$ cat src/rtl/game_pkg.sv
`default_nettype none
// ============================================================================
// Module      : game_pkg
// Description : Shared types and constants for the game-flow sequencer:
//               screen states, char ROM text pages, frame counter width.
// Revision    : 1.0 - initial release
// ============================================================================
package game_pkg;

    typedef enum logic [1:0] {
        MENU      = 2'd0,
        PLAYING   = 2'd1,
        LEVEL_UP  = 2'd2,
        GAME_OVER = 2'd3
    } game_state_t;

    localparam logic [1:0] PAGE_TITLE = 2'd0;
    localparam logic [1:0] PAGE_LEVEL = 2'd1;
    localparam logic [1:0] PAGE_LOSE  = 2'd2;
    localparam logic [1:0] PAGE_WIN   = 2'd3;

    localparam int FRAME_CNT_W = 16;

    // Larger of two integers, used to size the shared frame timers
    function automatic int max_of(input int a, input int b);
        return (a > b) ? a : b;
    endfunction

endpackage
`default_nettype wire

$ cat src/rtl/game_sequencer_if.sv
`default_nettype none
// ============================================================================
// Module      : game_sequencer_if
// Description : Signal bundle between the game sequencer and the VGA
//               pipeline / game logic. The sequencer uses the master view,
//               the surrounding pipeline uses the slave view.
// Revision    : 1.0 - initial release
// ============================================================================
interface game_sequencer_if;
    import game_pkg::*;

    logic                   vblnk;
    logic                   btn_start;
    logic                   player_dead;
    logic                   level_done;
    logic                   start_game;
    logic [1:0]             game_state;
    logic [1:0]             text_page;
    logic                   text_visible;
    logic [2:0]             level;
    logic [FRAME_CNT_W-1:0] frame_cnt;

    modport master (
        input  vblnk, btn_start, player_dead, level_done,
        output start_game, game_state, text_page, text_visible, level, frame_cnt
    );

    modport slave (
        output vblnk, btn_start, player_dead, level_done,
        input  start_game, game_state, text_page, text_visible, level, frame_cnt
    );

endinterface
`default_nettype wire

$ cat src/rtl/game_sequencer_btn_debounce.sv
`default_nettype none
// ============================================================================
// Module      : btn_debounce
// Description : Start-button conditioner. Two-flop synchronizer, a counter
//               that accepts a level change only after DEBOUNCE_FRAMES
//               consecutive disagreeing frame samples, and a press strobe
//               that fires on the same sample that accepts a 0->1 change.
// Revision    : 1.0 - initial release
// ============================================================================
module btn_debounce #(
    parameter int DEBOUNCE_FRAMES = 3
) (
    input  wire logic clk,
    input  wire logic rst_n,
    input  wire logic sample_en,
    input  wire logic btn_in,
    output logic      btn_level,
    output logic      press
);

    localparam int c_cnt_w = (DEBOUNCE_FRAMES > 1) ? $clog2(DEBOUNCE_FRAMES) : 1;
    localparam logic [c_cnt_w-1:0] c_cnt_last = c_cnt_w'(DEBOUNCE_FRAMES - 1);

    logic               r_sync1;
    logic               r_sync2;
    logic               r_level;
    logic [c_cnt_w-1:0] r_cnt;
    logic               w_differ;
    logic               w_accept;

    assign w_differ  = (r_sync2 != r_level);
    // Press is combinational so the FSM sees it on the very tick it is accepted
    assign w_accept  = sample_en & w_differ & (r_cnt == c_cnt_last);
    assign press     = w_accept & r_sync2;
    assign btn_level = r_level;

    // Bring the asynchronous button into the clk domain
    always_ff @(posedge clk or negedge rst_n) begin
        if (!rst_n) begin
            r_sync1 <= 1'b0;
            r_sync2 <= 1'b0;
        end else begin
            r_sync1 <= btn_in;
            r_sync2 <= r_sync1;
        end
    end

    // Count consecutive disagreeing frame samples; any agreeing sample restarts
    always_ff @(posedge clk or negedge rst_n) begin
        if (!rst_n) begin
            r_level <= 1'b0;
            r_cnt   <= '0;
        end else if (sample_en) begin
            if (w_accept) begin
                r_level <= r_sync2;
                r_cnt   <= '0;
            end else if (w_differ) begin
                r_cnt   <= r_cnt + c_cnt_w'(1);
            end else begin
                r_cnt   <= '0;
            end
        end
    end

endmodule
`default_nettype wire

$ cat src/rtl/game_sequencer.sv
`default_nettype none
// ============================================================================
// Module      : game_sequencer
// Description : Frame-synchronous game-flow controller. Walks MENU ->
//               PLAYING -> LEVEL_UP / GAME_OVER, changing screens only on
//               the vertical-blank tick so the display never tears. Drives
//               the start_game gate, char ROM page and blinking text enable.
// Revision    : 1.0 - initial release
// ============================================================================
module game_sequencer
    import game_pkg::*;
#(
    parameter int BLINK_FRAMES    = 30,
    parameter int DEBOUNCE_FRAMES = 3,
    parameter int LEVELUP_FRAMES  = 120,
    parameter int GAMEOVER_FRAMES = 180,
    parameter int MAX_LEVEL       = 4
) (
    input  wire logic         clk,
    input  wire logic         rst_n,
    game_sequencer_if.master  bus
);

    // One timer width covers every frame-count duration
    localparam int c_tmr_max = max_of(max_of(BLINK_FRAMES, LEVELUP_FRAMES),
                                      max_of(GAMEOVER_FRAMES, DEBOUNCE_FRAMES));
    localparam int c_tmr_w   = (c_tmr_max > 1) ? $clog2(c_tmr_max) : 1;

    localparam logic [c_tmr_w-1:0] c_blink_last = c_tmr_w'(BLINK_FRAMES - 1);
    localparam logic [c_tmr_w-1:0] c_lu_last    = c_tmr_w'(LEVELUP_FRAMES - 1);
    localparam logic [c_tmr_w-1:0] c_go_last    = c_tmr_w'(GAMEOVER_FRAMES - 1);
    localparam logic [2:0]         c_max_level  = 3'(MAX_LEVEL);

    logic                   r_vblnk_d;
    logic                   w_tick;
    logic [FRAME_CNT_W-1:0] r_frame_cnt;
    logic                   r_dead_f;
    logic                   r_done_f;
    logic                   w_dead;
    logic                   w_done;
    logic                   w_press;

    game_state_t            r_state,  w_state_nx;
    logic [2:0]             r_level,  w_level_nx;
    logic [1:0]             r_page,   w_page_nx;
    logic                   r_vis,    w_vis_nx;
    logic                   r_start,  w_start_nx;
    logic [c_tmr_w-1:0]     r_timer,  w_timer_nx;
    logic [c_tmr_w-1:0]     r_blink,  w_blink_nx;

    assign w_tick = bus.vblnk & ~r_vblnk_d;
    // A pulse landing on the tick cycle itself still counts at that tick
    assign w_dead = r_dead_f | bus.player_dead;
    assign w_done = r_done_f | bus.level_done;

    btn_debounce #(
        .DEBOUNCE_FRAMES (DEBOUNCE_FRAMES)
    ) u_btn_debounce (
        .clk       (clk),
        .rst_n     (rst_n),
        .sample_en (w_tick),
        .btn_in    (bus.btn_start),
        .btn_level (),
        .press     (w_press)
    );

    // Vblank edge detect and free-running frame counter
    always_ff @(posedge clk or negedge rst_n) begin
        if (!rst_n) begin
            r_vblnk_d   <= 1'b0;
            r_frame_cnt <= '0;
        end else begin
            r_vblnk_d <= bus.vblnk;
            if (w_tick) begin
                r_frame_cnt <= r_frame_cnt + FRAME_CNT_W'(1);
            end
        end
    end

    // Hold gameplay events until the next tick, then drop them
    always_ff @(posedge clk or negedge rst_n) begin
        if (!rst_n) begin
            r_dead_f <= 1'b0;
            r_done_f <= 1'b0;
        end else if (w_tick) begin
            r_dead_f <= 1'b0;
            r_done_f <= 1'b0;
        end else begin
            if (bus.player_dead) r_dead_f <= 1'b1;
            if (bus.level_done)  r_done_f <= 1'b1;
        end
    end

    // Screen state, timers and registered outputs
    always_ff @(posedge clk or negedge rst_n) begin
        if (!rst_n) begin
            r_state <= MENU;
            r_level <= 3'd0;
            r_page  <= PAGE_TITLE;
            r_vis   <= 1'b1;
            r_start <= 1'b0;
            r_timer <= '0;
            r_blink <= '0;
        end else begin
            r_state <= w_state_nx;
            r_level <= w_level_nx;
            r_page  <= w_page_nx;
            r_vis   <= w_vis_nx;
            r_start <= w_start_nx;
            r_timer <= w_timer_nx;
            r_blink <= w_blink_nx;
        end
    end

    // Next-state and output decode, evaluated only on frame ticks
    always_comb begin
        w_state_nx = r_state;
        w_level_nx = r_level;
        w_page_nx  = r_page;
        w_vis_nx   = r_vis;
        w_timer_nx = r_timer;
        w_blink_nx = r_blink;

        if (w_tick) begin
            case (r_state)
                MENU: begin
                    if (w_press) begin
                        w_state_nx = PLAYING;
                        w_level_nx = 3'd1;
                        w_vis_nx   = 1'b0;
                        w_timer_nx = '0;
                    end else if (r_blink == c_blink_last) begin
                        w_blink_nx = '0;
                        w_vis_nx   = ~r_vis;
                    end else begin
                        w_blink_nx = r_blink + c_tmr_w'(1);
                    end
                end
                PLAYING: begin
                    if (w_dead) begin
                        w_state_nx = GAME_OVER;
                        w_page_nx  = PAGE_LOSE;
                        w_vis_nx   = 1'b1;
                        w_timer_nx = '0;
                    end else if (w_done && (r_level >= c_max_level)) begin
                        w_state_nx = GAME_OVER;
                        w_page_nx  = PAGE_WIN;
                        w_vis_nx   = 1'b1;
                        w_timer_nx = '0;
                    end else if (w_done) begin
                        w_state_nx = LEVEL_UP;
                        w_page_nx  = PAGE_LEVEL;
                        w_vis_nx   = 1'b1;
                        w_timer_nx = '0;
                    end
                end
                LEVEL_UP: begin
                    if (r_timer == c_lu_last) begin
                        w_state_nx = PLAYING;
                        w_level_nx = (r_level < c_max_level) ? r_level + 3'd1 : r_level;
                        w_vis_nx   = 1'b0;
                        w_timer_nx = '0;
                    end else begin
                        w_timer_nx = r_timer + c_tmr_w'(1);
                    end
                end
                GAME_OVER: begin
                    if (w_press || (r_timer == c_go_last)) begin
                        w_state_nx = MENU;
                        w_level_nx = 3'd0;
                        w_page_nx  = PAGE_TITLE;
                        w_vis_nx   = 1'b1;
                        w_timer_nx = '0;
                        w_blink_nx = '0;
                    end else begin
                        w_timer_nx = r_timer + c_tmr_w'(1);
                    end
                end
                default: begin
                    w_state_nx = MENU;
                end
            endcase
        end

        w_start_nx = (w_state_nx == PLAYING);
    end

    assign bus.start_game   = r_start;
    assign bus.game_state   = r_state;
    assign bus.text_page    = r_page;
    assign bus.text_visible = r_vis;
    assign bus.level        = r_level;
    assign bus.frame_cnt    = r_frame_cnt;

endmodule
`default_nettype wire

$ cat src/flat_wrapper.sv
// flat-port wrapper written by rule: the top's interface ports become plain ports
module game_sequencer_flat import game_pkg::*;
#(
    parameter int BLINK_FRAMES    = 30,
    parameter int DEBOUNCE_FRAMES = 3,
    parameter int LEVELUP_FRAMES  = 120,
    parameter int GAMEOVER_FRAMES = 180,
    parameter int MAX_LEVEL       = 4
)
  (clk, rst_n, bus_vblnk, bus_btn_start, bus_player_dead, bus_level_done, bus_start_game, bus_game_state, bus_text_page, bus_text_visible, bus_level, bus_frame_cnt);
  game_sequencer_if bus_i ();
  input  wire logic clk;
  input  wire logic rst_n;
  input wire logic [$bits(bus_i.vblnk)-1:0] bus_vblnk;
  input wire logic [$bits(bus_i.btn_start)-1:0] bus_btn_start;
  input wire logic [$bits(bus_i.player_dead)-1:0] bus_player_dead;
  input wire logic [$bits(bus_i.level_done)-1:0] bus_level_done;
  output wire logic [$bits(bus_i.start_game)-1:0] bus_start_game;
  output wire logic [$bits(bus_i.game_state)-1:0] bus_game_state;
  output wire logic [$bits(bus_i.text_page)-1:0] bus_text_page;
  output wire logic [$bits(bus_i.text_visible)-1:0] bus_text_visible;
  output wire logic [$bits(bus_i.level)-1:0] bus_level;
  output wire logic [$bits(bus_i.frame_cnt)-1:0] bus_frame_cnt;
  assign bus_i.vblnk = bus_vblnk;
  assign bus_i.btn_start = bus_btn_start;
  assign bus_i.player_dead = bus_player_dead;
  assign bus_i.level_done = bus_level_done;
  assign bus_start_game = bus_i.start_game;
  assign bus_game_state = bus_i.game_state;
  assign bus_text_page = bus_i.text_page;
  assign bus_text_visible = bus_i.text_visible;
  assign bus_level = bus_i.level;
  assign bus_frame_cnt = bus_i.frame_cnt;
  game_sequencer #(.BLINK_FRAMES(BLINK_FRAMES), .DEBOUNCE_FRAMES(DEBOUNCE_FRAMES), .LEVELUP_FRAMES(LEVELUP_FRAMES), .GAMEOVER_FRAMES(GAMEOVER_FRAMES), .MAX_LEVEL(MAX_LEVEL)) u_core (.clk(clk), .rst_n(rst_n), .bus(bus_i));
endmodule
$ cat config.mk
export PLATFORM = sky130hd
export DESIGN_NAME = game_sequencer_flat
export DESIGN_NICKNAME = d
export VERILOG_FILES = /design/src/rtl/game_pkg.sv /design/src/rtl/game_sequencer_if.sv /design/src/rtl/game_sequencer_btn_debounce.sv /design/src/rtl/game_sequencer.sv /design/src/flat_wrapper.sv
export SDC_FILE = /design/constraint.sdc
export NUM_CORES = 1
export LEC_CHECK = 0
export ABC_CLOCK_PERIOD_IN_PS = 3720
export BUFFER_PORTS_ARGS = -buffer_cell sky130_fd_sc_hd__buf_2
export CORE_MARGIN = 10
export CORE_UTILIZATION = 40
export DETAILED_ROUTE_END_ITERATION = 10
export GPL_TIMING_DRIVEN = 1
export MAX_ROUTING_LAYER = met4
export SYNTH_ARGS = -nofsm -noshare
export SYNTH_HDL_FRONTEND = slang
export SYNTH_SLANG_ARGS = --single-unit
$ cat constraint.sdc
create_clock -name clk -period 3.72 [get_ports clk]
set_clock_uncertainty 0.15 [all_clocks]
set_input_delay 0.186 -clock clk [delete_from_list [all_inputs] [get_ports clk]]
set_output_delay 0.186 -clock clk [all_outputs]
set_load 0.02 [all_outputs]
==> results of run 1 <==
[through the flow]
stage,worst slack [ps],power [mW],hold slack [ps],cells
after floorplan,1800,1.27,-260,255
after global placement,1460,1.45,146,355
after detailed placement,1470,1.47,146,355
after CTS,1430,1.92,207,368
after global routing,1210,2.05,215,368
final,1430,1.90,205,368
[area by class of cell]
type	count	area, um2
multi-input cells	189	1250
fillers	566	3100
well taps	75	93.8
inverters	10	37.5
repair buffers	37	215
clock buffers	5	68.8
flip-flops and latches	49	1230
clock inverters	3	65.1
[layer usage]
metal | vias to the layer above | share of wire (%) | track usage (%)
li1 | 1003 | - | -
met1 | 959 | 49 | 15.7
met2 | 46 | 44 | 17.4
met3 | 9 | 5.4 | 3.04
met4 | 0 | 1.4 | 3.97
met5 | - | 0 | -
[flip-flops by register name (all words and copies together) (netlist names)]
signal,cells
u_core.bus.frame_cnt,16
u_core.r_blink,8
u_core.r_timer,8
u_core.bus.level,3
u_core.bus.game_state,2
u_core.bus.text_page,2
u_core.u_btn_debounce.r_cnt,2
u_core.bus.start_game,1
u_core.bus.text_visible,1
u_core.r_dead_f,1
u_core.r_done_f,1
u_core.r_vblnk_d,1
u_core.u_btn_debounce.btn_level,1
u_core.u_btn_debounce.r_sync1,1
u_core.u_btn_debounce.r_sync2,1
[what timing repair did]
item,CTS,global route
endpoints found under the hold margin,52,0
hold buffers,5,0
setup endpoints to repair,0,0
[logic make-up (layout without fill, tap and decap cells)]
logic type,count (synthesis),after routing,share of synthesized area (%)
simple gates,105,105,21.6
compound gates,54,54,15.8
flops,49,49,48.3
buf+inv,17,55,2.61
xor+xnor,16,16,5.51
mux,8,8,3.25
fa+ha+maj,6,6,2.95
[how the worst max path moves through the flow]
stage / startpoint / to / slack, ps / cells past startpoint
floorplan: u_core.r_timer[0]$_DFFE_PN0P_ / u_core.r_blink[1]$_DFFE_PN0P_ / 1800 / 6
global placement: u_core.bus.game_state[1]$_DFF_PN0_ / u_core.r_timer[6]$_DFFE_PN0P_ / 1460 / 5
detailed placement: u_core.bus.game_state[1]$_DFF_PN0_ / u_core.r_timer[6]$_DFFE_PN0P_ / 1470 / 5
CTS: u_core.bus.game_state[1]$_DFF_PN0_ / u_core.r_timer[6]$_DFFE_PN0P_ / 1430 / 5
global route: u_core.u_btn_debounce.r_cnt[0]$_DFFE_PN0N_ / u_core.r_blink[3]$_DFFE_PN0P_ / 1210 / 7
finish: bus_player_dead / u_core.r_timer[6]$_DFFE_PN0P_ / 1430 / 7
[power by group through the flow]
stage | sequential [mW] | clock, mW | combinational, mW
final | 0.850 | 0.452 | 0.602
after global routing | 0.882 | 0.484 | 0.679
after CTS | 0.849 | 0.461 | 0.612
after detailed placement | 0.860 | 0 | 0.606
after global placement | 0.858 | 0 | 0.596
after floorplan | 0.873 | 0 | 0.397
[cell usage in the layout, fill, tap and decap left out, types with 3 or more instances in the layout]
cell           count
a211oi_1           8
ha_1               6
a31oi_1            4
mux2i_1            6
o221ai_1           3
xnor2_1           13
inv_1             10
nand4b_1           3
o21ai_0            5
or2_2              3
nand2_1           33
dlygate4sd3_1      5
and3_1             6
dfrtp_1           48
nand3_1            9
nor3_1             3
nand4_1           10
xor2_1             3
and2_1             3
nor2_1            19
clkbuf_8           5
buf_2             30
nand2b_1           4
o2bb2ai_1          3
a21oi_1            8
==> flow_summary.ini, run 1 <==
[die]
core_mm2 = 0.00606
die_w_um = 99.7
fp.dieH_um = 99.7
start_util_pct = 42.0
io_pins = 31
num_rows = 28
die-area_mm2 = 0.00995

[critical_path]
r2r_cells = 5
required_ps = 3750
slowest_delay_ps = 540
crit_family = simple AND/OR/NAND/NOR gates
cp_slowest_cell = dlygate4sd3_1
regToRegSetupSlack_ps = 1470
cp_cell_sequence = dlygate4sd3_1 > buf_2 > or4_1 > nor2_1 > a211oi_2 > nand4_1 > o221ai_1
worstPathBufferInverterCount = 2
critPathLaunchType = primary input
reg2reg_to = u_core.r_timer[6]$_DFFE_PN0P_
critPathArrivalTime_ps = 2320
end_kind = flip-flop
r2r_start = u_core.bus.game_state[1]$_DFF_PN0_
worstPathMaxFanout = 6
worstSetupPathType = in -> reg

[sta]
hold_viol = 0
setup-tns-final_ps = 0
min_period_over_period_pct = 61.6
setup_viol = 0
drv_slew = 0
slew_headroom_pct = 45.3
finalCriticalPeriod_ps = 2290
worst_pin_slew_ps = 820
clock.fmax_ghz = 0.437
rsz0062_at_grt = false

[min_path]
holdPathEnd = u_core.u_btn_debounce.r_sync2$_DFF_PN0_
hold_depth = 0
hp-start = u_core.u_btn_debounce.r_sync1$_DFF_PN0_
holdCritPathClass = reg -> reg

[power]
leakagePower_nw = 1.29
switching_share_pct = 37.9
p_comb_share_pct = 31.6
ir_worst_vdd_v = 0.000386
p_seq_share_pct = 44.7
clkPwrFrac_pct = 23.7
power_switching_mw = 0.722
p_int_mw = 1.18
p_per_area_mw_per_mm2 = 644

[yosys]
ys_warn_count = 0
synth_common_cells = dfrtp_1 (48), nand2_1 (33), nor2_1 (19), xnor2_1 (13)
syn_avg_cell_area_um2 = 9.98
ys_ff_latch = 49
synth_area_leaders = dfrtp_1 (47%), nand2_1 (4.9%), xnor2_1 (4.5%)
synthFlopType = dfrtp_1
synthCells = 255
synth_largest_area_cell = dfrtp_1
synthMostInstantiatedCell = dfrtp_1
synth_top_area_share_pct = 47.2
synth-async-reset-ratio_pct = 100
synth_cell_type_count = 55
synth_edf_count = 0
syn-num-nets = 267
yosysSeqAreaShare_pct = 48.3
syn_area_mm2 = 0.00254

[clock_tree]
root_buffer = clkbuf_8
cts_htree_levels = 2
post_cts_resized = 0
cts.sinks = 49
cts_setup_buffers = 0
clockBufferDepth = 2
clk_latency_ps = 310
clkSlewWorstSetupHoldPaths_ps = 90
cts_tree = built
cts_buffers = 5

[cells_and_area]
stdcell_area_mm2 = 0.00296
drive_gt1_share_pct = 18.8
fin_util_pct = 48.8
area_growth_pct = 16.3
num-nets-final = 304
antennaDiodeCount = 0

[placement]
dpl.hpwl_mm = 3.91
gp_congestion = 0.826
dpl-instance-area_mm2 = 0.00277
io_buffers = 30

[detailed_routing]
wl_per_cell_um = 14.8
viasPerCell = 5.48
drc = 0
drt_iter0_drc = 70
wl_mm = 5.46
ant_nets = 0
vias = 2017
drt_first_pass_iters = 4

[flow_run]
cap_violations = 0

[grt]
grt_pass1_vias = 1939
grt_max_degree = 50
grt_util_all_layers_pct = 11.9
antenna_found_initial = 0
overflow = 0
grt_pass1_wl_mm = 9.60

[run_status]
status = finished, final reports clean
Note: power is estimated with default switching activity, not from simulation.
==> inputs of run 2 (changes only) <==
- ABC_CLOCK_PERIOD_IN_PS: 3720 -> 2050
- clock period: 3.72 -> 2.05 ns (I/O delays scaled with it)
==> run 2 against run 1 <==
  * Sequential power grew 73%
  * Clock-buffer cell count did not move
  * Via count is 4.8% higher
  * Register-to-register slack worse by 1400 ps
  * Power is 81% higher
  * Cell area grew 7.0%
  * Non-clock buffer count increased by 23
  * Worst setup slack lost 1400 ps
  * Utilization grew 3.4 points
  * Critical path type is now reg -> reg
  * Highest routed layer unchanged
==> flow_summary.ini, run 2 (synthesis results as in run 1) <==
[sta]
setup-tns-final_ps = 0
slew_headroom_pct = 62.2
rsz0062_at_grt = true
finalCriticalPeriod_ps = 2010
setup_viol = 0
worst_pin_slew_ps = 561
drv_slew = 0
clock.fmax_ghz = 0.496
hold_viol = 0
min_period_over_period_pct = 98.3

[critical_path]
worstPathMaxFanout = 4
worstSetupPathType = reg -> reg
cp_cell_sequence = ha_2 > nor4b_4 > nand4_1 > a221oi_2 > buf_4 > a21oi_2 > a21oi_1
required_ps = 2130
end_kind = flip-flop
cp_slowest_cell = a221oi_2
worstPathBufferInverterCount = 1
crit_family = compound AO/OA/AOI/OAI gates
slowest_delay_ps = 400
critPathLaunchType = flip-flop
critPathArrivalTime_ps = 2100

[placement]
io_buffers = 30
dpl.hpwl_mm = 4.22
gp_congestion = 0.847
dpl-instance-area_mm2 = 0.00294
dp_cells = 375

[cells_and_area]
ff_latch_area_mm2 = 0.00123
multi_input_area_mm2 = 0.00132
final.fill_count = 579
area_growth_pct = 24.4
stdcell_area_mm2 = 0.00316
antennaDiodeCount = 0
final_cell_mix = dfrtp_1 (48), nand2_1 (32), buf_2 (30), buf_4 (24), nor2_1 (19)
num-nets-final = 327
largest_reg_flops = 16
stdcell_count = 391
final_common_cell = dfrtp_1
drive_gt1_share_pct = 28.5

[run_status]
status = finished, final reports clean

[power]
total_power_mw = 3.45
p_comb_share_pct = 40.2
switching_share_pct = 40.4
ir_worst_vdd_v = 0.000831
p_per_area_mw_per_mm2 = 1090
power_switching_mw = 1.39
leakagePower_nw = 1.41
p_int_mw = 2.06
clkPwrFrac_pct = 17.2
p_seq_share_pct = 42.6

[grt]
antenna_found_initial = 0
overflow = 0
grt_max_degree = 28
grt_util_all_layers_pct = 12.5
grt_pass1_vias = 2118
grt_pass1_wl_mm = 10.1

[clock_tree]
cts_htree_levels = 2
cts_buffers = 5
clk_latency_ps = 310
clkSlewWorstSetupHoldPaths_ps = 100
clockBufferDepth = 2
cts.sinks = 49
root_buffer = clkbuf_8
cts_tree = built

[die]
fp.dieH_um = 99.7
io_pins = 31
die_w_um = 99.7
core_mm2 = 0.00606
num_rows = 28
die-area_mm2 = 0.00995
start_util_pct = 42.0

[detailed_routing]
ant_nets = 0
wl_per_cell_um = 15.0
drt_iter0_drc = 93
drc = 0
vias = 2114
drt_first_pass_iters = 4
wl_mm = 5.85
viasPerCell = 5.41

[min_path]
holdCritPathClass = in -> async

[flow_run]
cap_violations = 0
-- run 2: cell count changes in the layout (fill, tap and decap cells not counted), sizes merged --
cell | before | now
buf | 32 | 55
inv | 10 | 11
bufinv | 2 | 0
clkinvlp | 0 | 1
-- run 2: worst paths after layout --
kind                                                              start                                    endpoint  slack, ps  cells after the start
max in group asynchronous                                         rst_n               u_core.r_timer[1]$_DFFE_PN0P_       1070                      3
worst max-delay path                      u_core.r_timer[1]$_DFFE_PN0P_             u_core.bus.level[2]$_DFFE_PN0P_         40                      7
min in group clk                u_core.u_btn_debounce.r_sync1$_DFF_PN0_     u_core.u_btn_debounce.r_sync2$_DFF_PN0_        210                      0
worst min register to register  u_core.u_btn_debounce.r_sync1$_DFF_PN0_     u_core.u_btn_debounce.r_sync2$_DFF_PN0_        210                      0
worst min-delay path                                              rst_n  u_core.u_btn_debounce.r_cnt[0]$_DFFE_PN0N_        150                      2
worst max register to register            u_core.r_timer[1]$_DFFE_PN0P_             u_core.bus.level[2]$_DFFE_PN0P_         40                      7
-- run 2: worst register-to-register path, delay by kind of cell (launching register included) --
kind                     cells  cell delay (ps)
AO/OA/AOI/OAI                3              570
buffers and inverters        1              180
flip-flops                   1              380
adder cells (fa/ha/maj)      1              210
AND/OR/NAND/NOR              2              450
-- run 2: final cells by class --
class	count	share of cell area (%)
Clock buffer	5	2.17
Clock inverter	3	0.672
Inverter	10	1.19
Multi-Input combinational cell	189	41.6
Sequential cell	49	38.8
Tap cell	75	2.97
Timing Repair Buffer	60	12.7
-- run 2: layer usage --
metal | vias up | wire (um) | track usage, %
met5 | - | 0 | -
met4 | 0 | 88 | 4.52
met3 | 10 | 228 | 3.11
met2 | 38 | 2690 | 19.6
met1 | 1018 | 2840 | 15.3
li1 | 1048 | - | -
-- run 2: repair_timing --
item                                    4_1_cts  5_1_grt
buffers inserted                              1        2
pin swaps                                     2        9
endpoints found under the setup margin        1       22
hold endpoints to repair                     27        0
hold buffers                                  5        0
gates resized for setup                       1       16
-- run 2: metrics by stage --
stage	util, %	setup WS [ps]	hold WS [ps]
3_5_place_dp	48.5	-5.03	-26.5
4_1_cts	51.0	15.5	159
6_report	52.2	35.7	145
3_3_place_gp	48.5	82.1	-28.2
5_1_grt	52.2	-72.9	189
2_1_floorplan	-	130	-343
-- run 2: power groups by stage --
stage          logic, mW  registers, mW  clock network [mW]
2_1_floorplan      0.721           1.58                   0
3_3_place_gp        1.30           1.47                   0
3_5_place_dp        1.31           1.48                   0
4_1_cts             1.34           1.47               0.621
5_1_grt             1.55           1.51               0.651
6_report            1.39           1.47               0.593
==> inputs of run 3 (changes only) <==
- SETUP_SLACK_MARGIN: default -> 0.1
==> run 3 against run 2 <==
  * Critical path depth is the same
  * Wire length grew 4.2%
  * First-iteration DRC count shrank 24%
  * Worst setup slack gained 11 ps
  * Combinational power grew 9%
  * Power grew 4.1%
  * Largest cell class unchanged
  * Global-route usage grew 0.074 points
  * Largest power group is now combinational logic
==> flow_summary.ini, run 3 (synthesis results as in run 1) <==
[grt]
grt_max_degree = 28
grtUsageMet1_pct = 15.5
met2_usage_pct = 19.7
antenna_found_initial = 0
overflow = 0
grt_util_all_layers_pct = 12.6
gr-usage-met3_pct = 3.11
top_usage_layer = met2
grt_pass1_vias = 2145
grt_pass1_wl_mm = 10.2

[critical_path]
critPathLaunchType = flip-flop
slowest_delay_ps = 410
cp_slowest_cell = a221oi_2
required_ps = 2140
critPathArrivalTime_ps = 2090
worstPathBufferInverterCount = 1
crit_family = compound AO/OA/AOI/OAI gates
end_kind = flip-flop
cp_cell_sequence = ha_2 > nor4b_4 > nand4_1 > a221oi_2 > buf_4 > a21oi_2 > a21oi_1
worstPathMaxFanout = 4
worstSetupPathType = reg -> reg

[placement]
io_buffers = 30
dp_slack_ps = -5.03
dp_cells = 375
gp_congestion = 0.847
dpl.hpwl_mm = 4.22

[min_path]
holdCritPathClass = in -> reg

[sta]
slew_headroom_pct = 63.9
worst_pin_slew_ps = 542
hold_viol = 0
finalCriticalPeriod_ps = 2000
worst_slack_ps = 46.6
rsz0062_at_grt = true
min_period_over_period_pct = 97.7
setup_viol = 0
drv_slew = 0
clock.fmax_ghz = 0.499

[cells_and_area]
area_growth_pct = 30.6
stdcell_count = 398
final.fill_count = 561
antennaDiodeCount = 0
final_cell_mix = dfrtp_1 (47), nand2_1 (32), buf_2 (30), buf_4 (30), nor2_1 (18)
largest_reg_flops = 16
num-nets-final = 334
final_common_cell = dfrtp_1
drive_gt1_share_pct = 34.7

[die]
start_util_pct = 42.0
io_pins = 31
die_w_um = 99.7
num_rows = 28
core_mm2 = 0.00606
fp.dieH_um = 99.7
die-area_mm2 = 0.00995

[detailed_routing]
drt_iter0_drc = 71
viasPerCell = 5.48
drc = 0
wl_mm = 6.10
drt_first_pass_iters = 5
ant_nets = 0
vias = 2183
wl_per_cell_um = 15.3

[clock_tree]
clkSlewWorstSetupHoldPaths_ps = 100
clk_latency_ps = 310
cts.sinks = 49
root_buffer = clkbuf_8
clockBufferDepth = 2
cts_buffers = 5
cts_htree_levels = 2
cts_tree = built

[run_status]
status = finished, final reports clean

[power]
ir_worst_vdd_v = 0.000873
p_per_area_mw_per_mm2 = 1080
leakagePower_nw = 1.46

[flow_run]
cap_violations = 0
-- run 3: path summary, 6_finish.rpt --
| check | startpoint | end | slack [ps] | cells past startpoint |
|---|---|---|---|---|
| worst max register to register | u_core.r_timer[1]$_DFFE_PN0P_ | u_core.bus.level[2]$_DFFE_PN0P_ | 50 | 7 |
| worst max-delay path | u_core.r_timer[1]$_DFFE_PN0P_ | u_core.bus.level[2]$_DFFE_PN0P_ | 50 | 7 |
| min in group asynchronous | rst_n | u_core.u_btn_debounce.r_cnt[0]$_DFFE_PN0N_ | 140 | 2 |
| worst min-delay path | bus_player_dead | u_core.bus.text_page[1]$_DFFE_PN0P_ | 40 | 4 |
| max in group asynchronous | rst_n | u_core.r_timer[3]$_DFFE_PN0P_ | 1060 | 3 |
| worst min register to register | u_core.u_btn_debounce.r_sync1$_DFF_PN0_ | u_core.u_btn_debounce.r_sync2$_DFF_PN0_ | 200 | 0 |
-- run 3: power by group --
part           switching (mW)  internal (mW)
combinational           0.850          0.663
sequential              0.266           1.21
clock                   0.353          0.243
total                    1.47           2.12
-- run 3: metal layers --
metal  part of all wire (%)  up-vias
met5                      0        -
met3                    5.1       10
met1                     46     1061
li1                       -     1064
met2                     48       48
met4                    1.7        0
-- run 3: area by class of cell --
type,count,area [um2],share of cell area (%)
multi-input combinational,189,1420,42.6
sequential,49,1230,37.0
timing repair buffer,67,457,13.7
tap,75,93.8,2.82
clock buffer,5,68.8,2.07
inverter,10,37.5,1.13
clock inverter,3,21.3,0.640
-- run 3: through the flow --
step	power (mW)	hold WS (ps)	util [%]	TNS [ps]	instance area, um2
6_report	3.59	38.8	54.8	0	3320
5_1_grt	3.86	113	54.8	-105	3320
4_1_cts	3.46	63.8	51.7	0	3130
3_5_place_dp	2.80	-26.5	48.5	-5.03	2940
3_3_place_gp	2.78	-28.2	48.5	0	2940
2_1_floorplan	2.31	-343	-	0	2540
-- run 3: repair_timing --
action,4_1_cts,5_1_grt
hold buffers,5,0
buffers inserted,5,6
endpoints found under the setup margin,16,24
gates resized for setup,6,34
pin swaps,7,16
hold endpoints to repair,27,0
-- run 3: worst min-delay path: stages --
cell and delay, ps:
buf_2 100, or4_4 120, a21oi_1 50, nor2_1 80
